`src/rtl/ucsbece154b_fetch_pkg.sv`:
```
// Shared constants and types for the instruction fetch stage:
// NOP encoding, RV32 instruction field positions and the buffer entry type.
package ucsbece154b_fetch_pkg;

    localparam logic [31:0] NOP_INSTR = 32'h0000_0013;

    localparam int OP_LSB   = 0;
    localparam int OP_MSB   = 6;
    localparam int RD_LSB   = 7;
    localparam int RD_MSB   = 11;
    localparam int F3_LSB   = 12;
    localparam int F3_MSB   = 14;
    localparam int RS1_LSB  = 15;
    localparam int RS1_MSB  = 19;
    localparam int RS2_LSB  = 20;
    localparam int RS2_MSB  = 24;
    localparam int F7B5_BIT = 30;

    typedef struct packed {
        logic [31:0] pc;
        logic [31:0] instr;
    } fetch_entry_t;

    // Force a redirect target onto a word boundary.
    function automatic logic [31:0] word_align(input logic [31:0] addr);
        return addr & 32'hFFFF_FFFC;
    endfunction

endpackage

```
`src/rtl/ucsbece154b_fetch_buf.sv`:
```
// Small circular FIFO of {pc, instr} entries between the imem response
// channel and the IF/ID register. Pointers carry one extra wrap bit so
// full and empty are distinguishable without a separate counter.
module ucsbece154b_fetch_buf
    import ucsbece154b_fetch_pkg::*;
#(
    parameter int DEPTH = 2,
    localparam int PW   = $clog2(DEPTH) + 1
) (
    input  logic         clk,
    input  logic         rst_ni,
    input  logic         clear_i,
    input  logic         push_i,
    input  fetch_entry_t push_entry_i,
    input  logic         pop_i,
    output fetch_entry_t head_o,
    output logic [PW-1:0] count_o,
    output logic         full_o,
    output logic         empty_o
);

    logic [PW-1:0] wr_q;
    logic [PW-1:0] rd_q;
    fetch_entry_t  mem_q [DEPTH];

    assign count_o = wr_q - rd_q;
    assign full_o  = (count_o == PW'(DEPTH));
    assign empty_o = (wr_q == rd_q);
    assign head_o  = mem_q[rd_q[PW-2:0]];

    // Pointer update; clear discards all entries on a redirect.
    always_ff @(posedge clk or negedge rst_ni) begin
        if (!rst_ni) begin
            wr_q <= '0;
            rd_q <= '0;
        end else if (clear_i) begin
            wr_q <= '0;
            rd_q <= '0;
        end else begin
            if (push_i) wr_q <= wr_q + 1'b1;
            if (pop_i)  rd_q <= rd_q + 1'b1;
        end
    end

    // Entry storage; contents are only meaningful between the pointers.
    always_ff @(posedge clk) begin
        if (push_i && !clear_i) mem_q[wr_q[PW-2:0]] <= push_entry_i;
    end

endmodule

```
`src/rtl/ucsbece154b_fetch.sv`:
```
// Instruction fetch stage plus IF/ID register. Requests are credit limited so
// outstanding plus buffered fetches never exceed DEPTH; responses come back in
// order and are either dropped (after a redirect), bypassed into D, or buffered.
module ucsbece154b_fetch
    import ucsbece154b_fetch_pkg::*;
#(
    parameter logic [31:0] RESET_PC = 32'h0000_0000,
    parameter int          DEPTH    = 2
) (
    input  logic        clk,
    input  logic        reset,
    output logic        imem_req_valid_o,
    input  logic        imem_req_ready_i,
    output logic [31:0] imem_req_addr_o,
    input  logic        imem_rsp_valid_i,
    input  logic [31:0] imem_rsp_data_i,
    input  logic        StallD_i,
    input  logic        FlushD_i,
    input  logic        PCSrcE_i,
    input  logic [31:0] PCTargetE_i,
    output logic [31:0] InstrD_o,
    output logic [31:0] PCD_o,
    output logic [31:0] PCPlus4D_o,
    output logic        ValidD_o,
    output logic [6:0]  op_o,
    output logic [2:0]  funct3_o,
    output logic        funct7b5_o,
    output logic [4:0]  Rs1D_o,
    output logic [4:0]  Rs2D_o,
    output logic [4:0]  RdD_o
);

    localparam int CW = $clog2(DEPTH) + 1;

    logic [31:0]   pc_q, pc_d;
    logic [31:0]   rsp_pc_q, rsp_pc_d;
    logic [CW-1:0] inflight_q, inflight_d;
    logic [CW-1:0] drop_q, drop_d;
    logic [31:0]   instr_q, instr_d;
    logic [31:0]   pcd_q, pcd_d;
    logic [31:0]   pcp4_q, pcp4_d;
    logic          valid_q, valid_d;

    logic          req_fire, rsp_keep, load_d, bypass, buf_push, buf_pop;
    logic [CW:0]   credits_used;
    fetch_entry_t  buf_head, rsp_entry;
    logic [CW-1:0] buf_count;
    logic          buf_full, buf_empty;

    assign credits_used     = {1'b0, inflight_q} + {1'b0, buf_count};
    assign imem_req_valid_o = reset & !PCSrcE_i & (credits_used < (CW+1)'(DEPTH));
    assign imem_req_addr_o  = pc_q;
    assign req_fire         = imem_req_valid_o & imem_req_ready_i;

    // A response survives only if nothing is pending to be dropped and no
    // redirect is happening this cycle.
    assign rsp_keep  = imem_rsp_valid_i & !PCSrcE_i & (drop_q == '0);
    // D takes new content only when neither squashed, held, nor redirected;
    // during a redirect all fetched words are wrong-path.
    assign load_d    = !FlushD_i & !StallD_i & !PCSrcE_i;
    assign bypass    = rsp_keep & buf_empty & load_d;
    assign buf_push  = rsp_keep & !bypass & !buf_full;
    assign buf_pop   = load_d & !buf_empty;
    assign rsp_entry = '{pc: rsp_pc_q, instr: imem_rsp_data_i};

    ucsbece154b_fetch_buf #(.DEPTH(DEPTH)) u_buf (
        .clk          (clk),
        .rst_ni       (reset),
        .clear_i      (PCSrcE_i),
        .push_i       (buf_push),
        .push_entry_i (rsp_entry),
        .pop_i        (buf_pop),
        .head_o       (buf_head),
        .count_o      (buf_count),
        .full_o       (buf_full),
        .empty_o      (buf_empty)
    );

    // Next-state for fetch PC, response tag PC, outstanding and drop counters.
    always_comb begin
        inflight_d = inflight_q + CW'(req_fire) - CW'(imem_rsp_valid_i);
        pc_d       = pc_q;
        rsp_pc_d   = rsp_pc_q;
        drop_d     = drop_q;
        if (PCSrcE_i) begin
            pc_d     = word_align(PCTargetE_i);
            rsp_pc_d = word_align(PCTargetE_i);
            drop_d   = inflight_d;
        end else begin
            if (req_fire) pc_d = pc_q + 32'd4;
            if (rsp_keep) rsp_pc_d = rsp_pc_q + 32'd4;
            if (imem_rsp_valid_i && (drop_q != '0)) drop_d = drop_q - 1'b1;
        end
    end

    // Next-state for the IF/ID register in flush > stall > buffer > bypass order.
    always_comb begin
        instr_d = instr_q;
        pcd_d   = pcd_q;
        pcp4_d  = pcp4_q;
        valid_d = valid_q;
        if (FlushD_i) begin
            instr_d = NOP_INSTR;
            valid_d = 1'b0;
        end else if (StallD_i) begin
            valid_d = valid_q;
        end else if (buf_pop) begin
            instr_d = buf_head.instr;
            pcd_d   = buf_head.pc;
            pcp4_d  = buf_head.pc + 32'd4;
            valid_d = 1'b1;
        end else if (bypass) begin
            instr_d = rsp_entry.instr;
            pcd_d   = rsp_entry.pc;
            pcp4_d  = rsp_entry.pc + 32'd4;
            valid_d = 1'b1;
        end else begin
            instr_d = NOP_INSTR;
            valid_d = 1'b0;
        end
    end

    // Fetch-side state registers.
    always_ff @(posedge clk or negedge reset) begin
        if (!reset) begin
            pc_q       <= RESET_PC;
            rsp_pc_q   <= RESET_PC;
            inflight_q <= '0;
            drop_q     <= '0;
        end else begin
            pc_q       <= pc_d;
            rsp_pc_q   <= rsp_pc_d;
            inflight_q <= inflight_d;
            drop_q     <= drop_d;
        end
    end

    // IF/ID pipeline register.
    always_ff @(posedge clk or negedge reset) begin
        if (!reset) begin
            instr_q <= NOP_INSTR;
            pcd_q   <= 32'd0;
            pcp4_q  <= 32'd4;
            valid_q <= 1'b0;
        end else begin
            instr_q <= instr_d;
            pcd_q   <= pcd_d;
            pcp4_q  <= pcp4_d;
            valid_q <= valid_d;
        end
    end

    assign InstrD_o   = instr_q;
    assign PCD_o      = pcd_q;
    assign PCPlus4D_o = pcp4_q;
    assign ValidD_o   = valid_q;
    assign op_o       = instr_q[OP_MSB:OP_LSB];
    assign RdD_o      = instr_q[RD_MSB:RD_LSB];
    assign funct3_o   = instr_q[F3_MSB:F3_LSB];
    assign Rs1D_o     = instr_q[RS1_MSB:RS1_LSB];
    assign Rs2D_o     = instr_q[RS2_MSB:RS2_LSB];
    assign funct7b5_o = instr_q[F7B5_BIT];

endmodule

```
`config.mk`:
```
export PLATFORM = sky130hd
export DESIGN_NAME = ucsbece154b_fetch
export DESIGN_NICKNAME = d
export VERILOG_FILES = /design/src/rtl/ucsbece154b_fetch_pkg.sv /design/src/rtl/ucsbece154b_fetch_buf.sv /design/src/rtl/ucsbece154b_fetch.sv
export SDC_FILE = /design/constraint.sdc
export NUM_CORES = 1
export LEC_CHECK = 0
export BUFFER_PORTS_ARGS = -buffer_cell sky130_fd_sc_hd__buf_4
export CELL_PAD_IN_SITES_DETAIL_PLACEMENT = 1
export CELL_PAD_IN_SITES_GLOBAL_PLACEMENT = 1
export CORE_MARGIN = 2
export CORE_UTILIZATION = 35
export DETAILED_ROUTE_END_ITERATION = 8
export GPL_TIMING_DRIVEN = 0
export PLACE_DENSITY_LB_ADDON = 0.1
export REMOVE_ABC_BUFFERS = 1
export SLEW_MARGIN = 20
export SYNTH_ARGS = -nofsm -noshare
export SYNTH_HDL_FRONTEND = slang
export SYNTH_SLANG_ARGS = --single-unit
```
`constraint.sdc`:
```
create_clock -name clk -period 10.75 [get_ports clk]
set_input_delay 0.5375 -clock clk [delete_from_list [all_inputs] [get_ports clk]]
set_output_delay 0.5375 -clock clk [all_outputs]
set_load 0.05 [all_outputs]
```
After elaboration in Yosys (flattened, before gate mapping)
Memory sizes are Yosys's and may differ from the RTL's.
Index checks and enable logic that the tools add are counted.
Widths: inputs -> output; s select.
- register bits: 169
- RAM bits: 128
- bits of input ports: 71
- output and inout bits: 156
- memories kept: 1
- add/sub/neg operators: 10
- $lt $le $gt $ge: 1
- equal/unequal tests: 3
- multiplexer cells: 24
- bitwise logic cells: 14
- reduce and logical (&&, ||, !) cells: 17
- memory list (memory ; words ; width ; read ports ; clocked after Yosys merged registers in ; wr ports ; line ; RTL):
    u_buf.mem_q ; 2 ; 64 ; 1 ; 0 ; 1 ; ucsbece154b_fetch_buf.sv:24 ; fetch_entry_t mem_q [DEPTH];
- operator list (cell ; count):
    $mux 32 ; 12
    $add 32x3->32 const B ; 3
    $reduce_bool 2->1 ; 7
    $and 1x1->1 ; 12
    $mux 2 ; 6
    $logic_not 1->1 ; 6
    $mux 1 ; 6
    $add 2x1->2 const B ; 2
    $add 2x2->3 ; 1
    $lt 3x2->1 const B ; 1
    $reduce_and 3->1 ; 1
    $add 2x1->2 ; 1
    $eq 2x2->1 ; 1
    $eq 2x2->1 const B ; 1
    $logic_and 1x1->1 ; 2
    $logic_not 2->1 ; 1
    $ne 2x1->1 const B ; 1
    $not 1->1 ; 2
    $sub 2x1->2 ; 1
    $sub 2x1->2 const B ; 1
    $sub 2x2->2 ; 1

Longest topological paths before layout
- depth in word-level cells: 11
- gate-level depth with buffers: 17
- mapped depth without buffers: 15

By module
Synthesis repeated with hierarchy kept, for this count alone.
- cell total of the unflattened synthesis: 1165
- area total of the unflattened synthesis: 13913.3 um2
- modules (own cells, without submodules) (module ; times used ; cells an instance ; area an instance (um2) ; seq. area each (um2)):
    ucsbece154b_fetch ; 1 ; 943 ; 9059.9 ; 3983.8
    ucsbece154b_fetch_buf ; 1 ; 222 ; 4853.4 ; 3943.8

Worst setup path before layout
No wires, ideal clock.
- kind: register -> register
- from: register drop_q[0]
- to: memory u_buf.mem_q[1][0] (netlist name) (enable)
- library setup time: 0.485 ns
- arrival time: 3.911 ns
- slack: 6.354 ns
- stages on the path, launching flop included: 9
- buffers on the path: 1
- clock period less this slack: 4.396 ns
- cell sequence: dfrtp_1 -> inv_1 -> ha_1 -> and2_1 -> and3_1 -> clkbuf_1 -> nand3_1 -> o211ai_1 -> nor2_1
- cells in the longest elaborated chain, start to end: 10
- ends and longest elaborated chain (element ; line ; RTL):
    from (decl) ; ucsbece154b_fetch.sv:38 ; logic [CW-1:0] drop_q, drop_d;
    from (signal assigned) ; ucsbece154b_fetch.sv:134 ; drop_q <= drop_d;
    $logic_not 2->1 (*) ; ucsbece154b_fetch.sv:57 ; assign rsp_keep = imem_rsp_valid_i & !PCSrcE_i & (drop_q == '0);
    $and 1x1->1 (*) ; ucsbece154b_fetch.sv:57 ;
    $and 1x1->1 (2 in series) ; ucsbece154b_fetch.sv:61 ; assign bypass = rsp_keep & buf_empty & load_d;
    $logic_not 1->1 ; ucsbece154b_fetch.sv:62 ; assign buf_push = rsp_keep & !bypass & !buf_full;
    $and 1x1->1 (*) (2 in series) ; ucsbece154b_fetch.sv:62 ;
    $logic_and 1x1->1 (*) ; ucsbece154b_fetch_buf.sv:47 ; if (push_i && !clear_i) mem_q[wr_q[PW-2:0]] <= push_entry_i;
    $mux 1 (*) ; ucsbece154b_fetch_buf.sv:47 ;
    $mux 1 (implied by the code) (*) ; ucsbece154b_fetch_buf.sv:47 ;
    to (decl) ; ucsbece154b_fetch_buf.sv:24 ;
Mark *: on every way between the ends. The rest lies on a longest branch, timed or not.

Worst setup path after layout
- from: register u_buf.rd_q[0]
- to: register drop_q[1]
- cells in the longest elaborated chain, start to end: 8
- ends and longest elaborated chain (element ; line ; RTL):
    from (decl) ; ucsbece154b_fetch_buf.sv:23 ; logic [PW-1:0] rd_q;
    from (signal assigned) ; ucsbece154b_fetch_buf.sv:41 ; if (pop_i) rd_q <= rd_q + 1'b1;
    $sub 2x2->2 ; ucsbece154b_fetch_buf.sv:26 ; assign count_o = wr_q - rd_q;
    $add 2x2->3 ; ucsbece154b_fetch.sv:50 ; assign credits_used = {1'b0, inflight_q} + {1'b0, buf_count};
    $lt 3x2->1 ; ucsbece154b_fetch.sv:51 ; assign imem_req_valid_o = reset & !PCSrcE_i & (credits_used < (CW+1)'(DEPTH));
    $and 1x1->1 ; ucsbece154b_fetch.sv:51 ;
    $and 1x1->1 ; ucsbece154b_fetch.sv:53 ; assign req_fire = imem_req_valid_o & imem_req_ready_i;
    $add 2x1->2 ; ucsbece154b_fetch.sv:81 ; inflight_d = inflight_q + CW'(req_fire) - CW'(imem_rsp_valid_i);
    $sub 2x1->2 ; ucsbece154b_fetch.sv:81 ;
    named net inflight_d[1] ; ucsbece154b_fetch.sv:37 ; logic [CW-1:0] inflight_q, inflight_d;
    $mux 2 ; ucsbece154b_fetch.sv:85 ; if (PCSrcE_i) begin
The timed path passes the listed nets, and every way through them passes these cells.
A chain may end at the register's enable or synchronous reset.

==> impl_summary.log <==
[metrics] Critical Path RT: 11.17 ns
[metrics] number of buffers inserted to repair setup after CTS: 0
[metrics] Fmax achieved: 0.2299 GHz
[metrics] detailed-placement wirelength estimate: 28720 um
[metrics] power density of the placed cells: 225.0 nW/um^2
[metrics] Die Outline Area: 40670 sq um
[metrics] peak ir drop on the vdd network: 0.1011 mV
[metrics] worst slack, placed: 6.090 ns
[metrics] Clock Tree Buf Depth: 3
[metrics] final setup violation count: 0
[metrics] post-CTS resize count: 0
[metrics] switching power summed over all nets: 0.001437 W
[metrics] first-iteration detailed-routing DRC count: 476
[metrics] share of total power in sequential cells: 0.398
[metrics] initial antenna violation count: 0
[metrics] Synth Cell Area: 13680 sq um
[metrics] number of top-level design ports: 227
[metrics] root buffer cell: clkbuf_16
[metrics] fraction of layout cells with a size suffix above 1: 0.2358
[metrics] fin area: 16790 sq um
[metrics] part of the cycle the worst path needs: 0.4046
[metrics] setup repair after global routing missed its margin: false
[metrics] clk sinks: 285
[metrics] delay-heaviest family, CP: adder cells
[metrics] CTS H-Tree Depth: 2
[metrics] worst path bufs/invs: 3
[metrics] horizontal extent of the die: 201.7 um
[metrics] Crit Path Category: reg -> reg
[metrics] most numerous cell on the critical path: ha_1
[metrics] headroom to the max-slew limit: 0.2706
[metrics] P_leak: 6.546 nW
[metrics] syn avg cell area: 11.43 sq um
[metrics] largest net degree at the start of global routing: 71
[metrics] placer congestion estimate: 0.8180
[metrics] die height: 201.7 um
[metrics] combinational group share of total power: 0.323
[metrics] Tightest Pin Transition: 1.091 ns
[metrics] sum of routed wire length over all layers: 40740 um
[metrics] clock-pin transition on the worst setup and hold timing paths: 0.05 ns
[metrics] Area Growth Syn to Fin: 22.77%
[metrics] count of flip-flops with a built-in enable after synthesis: 124
[metrics] routed via count divided by cell count: 5.297
[metrics] post-place instance area: 15770 sq um
[metrics] worst-path cell chain: ha_1 > inv_1 > nand2_1 > fa_1 > and4b_1 > and2_1 > clkinv_1 > ha_1 > inv_1 > ha_1 > xnor2_1 > xnor2_1 > nand2_1 > o21ai_0
[metrics] Pre-antenna DRT Iters: 4
[metrics] status: finished, final reports clean
[metrics] data arrival time of the critical path: 4.77 ns
[metrics] worst hold-check slack: 0.2339 ns
[metrics] max-capacitance violation count: 0
[metrics] Int Pwr: 0.002341 W
[metrics] Synth Flop Type: dfrtp_1
[metrics] clock buffer count from CTS: 35
[metrics] highest-count cells in the layout ignoring fill and taps: buf_4, dfrtp_1, edfxtp_1, nand2_1, o21ai_0
[metrics] number of I/O port buffers: 218
[metrics] proportion of power drawn by the clock network: 0.280
[metrics] yosys synthesis warning count: 0
[metrics] Seq cells post-synth: 285
[metrics] hold buffer count at CTS: 1
[metrics] Critical Path Slowest Stage Cell: clkinv_1
[metrics] largest clock skew in the final design: 0.02231 ns
[metrics] # nets final: 1441
[metrics] worst skew pair latency: 0.51 ns
[metrics] Cell Rows: 72
[metrics] total global routing track utilization: 0.1998
[metrics] Routed wire per std cell: 21.38 um
[metrics] setup slack after layout: 6.401 ns
[metrics] final hold vios: 0
[metrics] count of fill cells added during filler insertion: 4170
[metrics] Placeable Area: 38650 sq um
[metrics] diode count: 0
[metrics] DR DRC count: 0
[metrics] wire length of the first global-routing pass: 63520 um
[metrics] peak per-stage delay on the critical path: 0.72 ns
[metrics] final critical-path required period: 4.349 ns
[metrics] number of distinct library cells after synthesis: 65
[metrics] clock tree from TritonCTS: yes
[metrics] sw frac: 0.3803
[metrics] asr flop ratio synth: 0.5649
[metrics] maximum fanout along the worst path: 19
[metrics] via count of the first global-routing pass: 10360
[metrics] Tightest Hold Check Type: in -> reg
[metrics] number of instances in the synthesized netlist: 1196
[metrics] number of nets with antenna violations after detailed routing: 0
[metrics] initial standard-cell utilization of the core: 0.3539
[metrics] fraction of the yosys area taken by sequential cells: 0.5672
[metrics] Worst Setup Start Kind: flop
[metrics] most common library cell in the layout ignoring fill and taps: buf_4
[metrics] number of vias after detailed routing: 10090
[metrics] global-route congestion overflow total: 0
[metrics] crit path capture type: flop
[metrics] pins over their slew limit: 0
-- metrics by stage --
step	setup TNS [ns]	cells	total power, W	util
2_1_floorplan	0	1093	0.002283	-
3_5_place_dp	0	1842	0.002756	0.4080
5_1_grt	0	1905	0.003959	0.4344
4_1_cts	0	1905	0.003828	0.4344
3_3_place_gp	-0.02732	1829	0.002730	0.3977
6_report	0	1905	0.003778	0.4344
-- path summary, 6_finish.rpt --
kind                            slack [ns]                 startpoint  cells past startpoint                      endpoint
worst max register to register        6.40  u_buf.rd_q[0]$_DFFE_PN0P_                     14         drop_q[1]$_DFFE_PN0P_
min in group asynchronous             0.52                      reset                      2       inflight_q[1]$_DFF_PN0_
worst min register to register        0.48       ValidD_o$_DFFE_PN0P_                      2          ValidD_o$_DFFE_PN0P_
max in group asynchronous             9.51                      reset                      3    PCPlus4D_o[25]$_DFFE_PN0P_
worst min-delay path                  0.23        imem_rsp_data_i[26]                      1  u_buf.mem_q[0][26]$_DFFE_PP_
worst max-delay path                  6.40  u_buf.rd_q[0]$_DFFE_PN0P_                     14         drop_q[1]$_DFFE_PN0P_
-- area by class of cell --
type / count / area [sq um] / area share
flip-flops and latches: 285 / 7761 / 0.4623
inverters: 15 / 56.30 / 0.003353
clock inverters: 13 / 60.06 / 0.003577
clock buffers: 49 / 948.4 / 0.05649
repair buffers: 232 / 1997 / 0.1189
multi-input cells: 793 / 5319 / 0.3168
well taps: 518 / 648.1 / 0.03860
-- flip-flops by register name, summed over array words and instances, names as in the netlist --
signal and count:
InstrD_o 32, PCD_o 30, PCPlus4D_o 30, ValidD_o 1, drop_q 2, imem_req_addr_o 30, inflight_q 2, rsp_pc_q 30
u_buf.mem_q 124, u_buf.rd_q 2, u_buf.wr_q 2
-- per-layer routing --
| layer | part of all wire | global-route usage | vias up |
|---|---|---|---|
| met5 | 0 | 0 | - |
| met4 | 0.023 | 0.05147 | 0 |
| met3 | 0.053 | 0.03741 | 51 |
| met2 | 0.47 | 0.3243 | 270 |
| met1 | 0.46 | 0.2756 | 5072 |
| li1 | - | - | 4697 |
-- logic make-up after synthesis --
| logic type | synth area share |
|---|---|
| flip-flops | 0.5672 |
| other | 0.0002742 |
| XOR/XNOR | 0.06340 |
| adder cells (fa/ha/maj) | 0.007868 |
| AO/OA/AOI/OAI | 0.1172 |
| buffers and inverters | 0.04867 |
| AND/OR/NAND/NOR | 0.1393 |
| multiplexers | 0.05599 |
-- cell usage after synthesis, drive strengths merged (3+ instances only) --
library cell | instances | area share
dfrtp | 157 | 0.29
edfxtp | 124 | 0.27
nand2 | 104 | 0.029
o21ai | 91 | 0.034
nor2 | 66 | 0.018
nand3 | 65 | 0.025
buf | 63 | 0.032
xnor2 | 57 | 0.037
mux2i | 54 | 0.040
clkbuf | 45 | 0.012
xor2 | 42 | 0.027
a22oi | 38 | 0.021
nand4 | 30 | 0.015
o211ai | 25 | 0.014
a21oi | 24 | 0.0088
and3 | 21 | 0.0096
mux2 | 20 | 0.016
a221o | 17 | 0.012
nor3 | 16 | 0.0070
inv | 14 | 0.0038
and2 | 11 | 0.0050
nand3b | 11 | 0.0070
nor4 | 9 | 0.0070
o22ai | 9 | 0.0041
and4 | 8 | 0.0051
a31oi | 7 | 0.0032
ha | 7 | 0.0064
o311ai | 7 | 0.0045
nand4b | 6 | 0.0049
a21o | 5 | 0.0027
a211oi | 4 | 0.0022
dfstp | 4 | 0.0077
nand2b | 4 | 0.0018
nor2b | 4 | 0.0018
or3 | 4 | 0.0018
a21boi | 3 | 0.0016
a2bb2oi | 3 | 0.0019
nor3b | 3 | 0.0016
-- power groups by stage --
stage               clock network, W  logic, W  registers [W]
global placement                   0   0.00119        0.00154
global route                 0.00113   0.00130        0.00153
detailed placement                 0   0.00123        0.00153
finish                       0.00106   0.00122        0.00150
CTS                          0.00109   0.00123        0.00151
floorplan                          0  0.000331        0.00195
-- worst reg2reg max path: stages, from the launching register on --
cell	delay [ns]
dfrtp_4	0.52
ha_1	0.35
inv_1	0.10
nand2_1	0.07
fa_1	0.48
and4b_1	0.22
and2_1	0.55
clkinv_1	0.72
ha_1	0.52
inv_1	0.04
ha_1	0.18
xnor2_1	0.18
xnor2_1	0.17
nand2_1	0.08
o21ai_0	0.09
(Power assumes the default switching activity.)
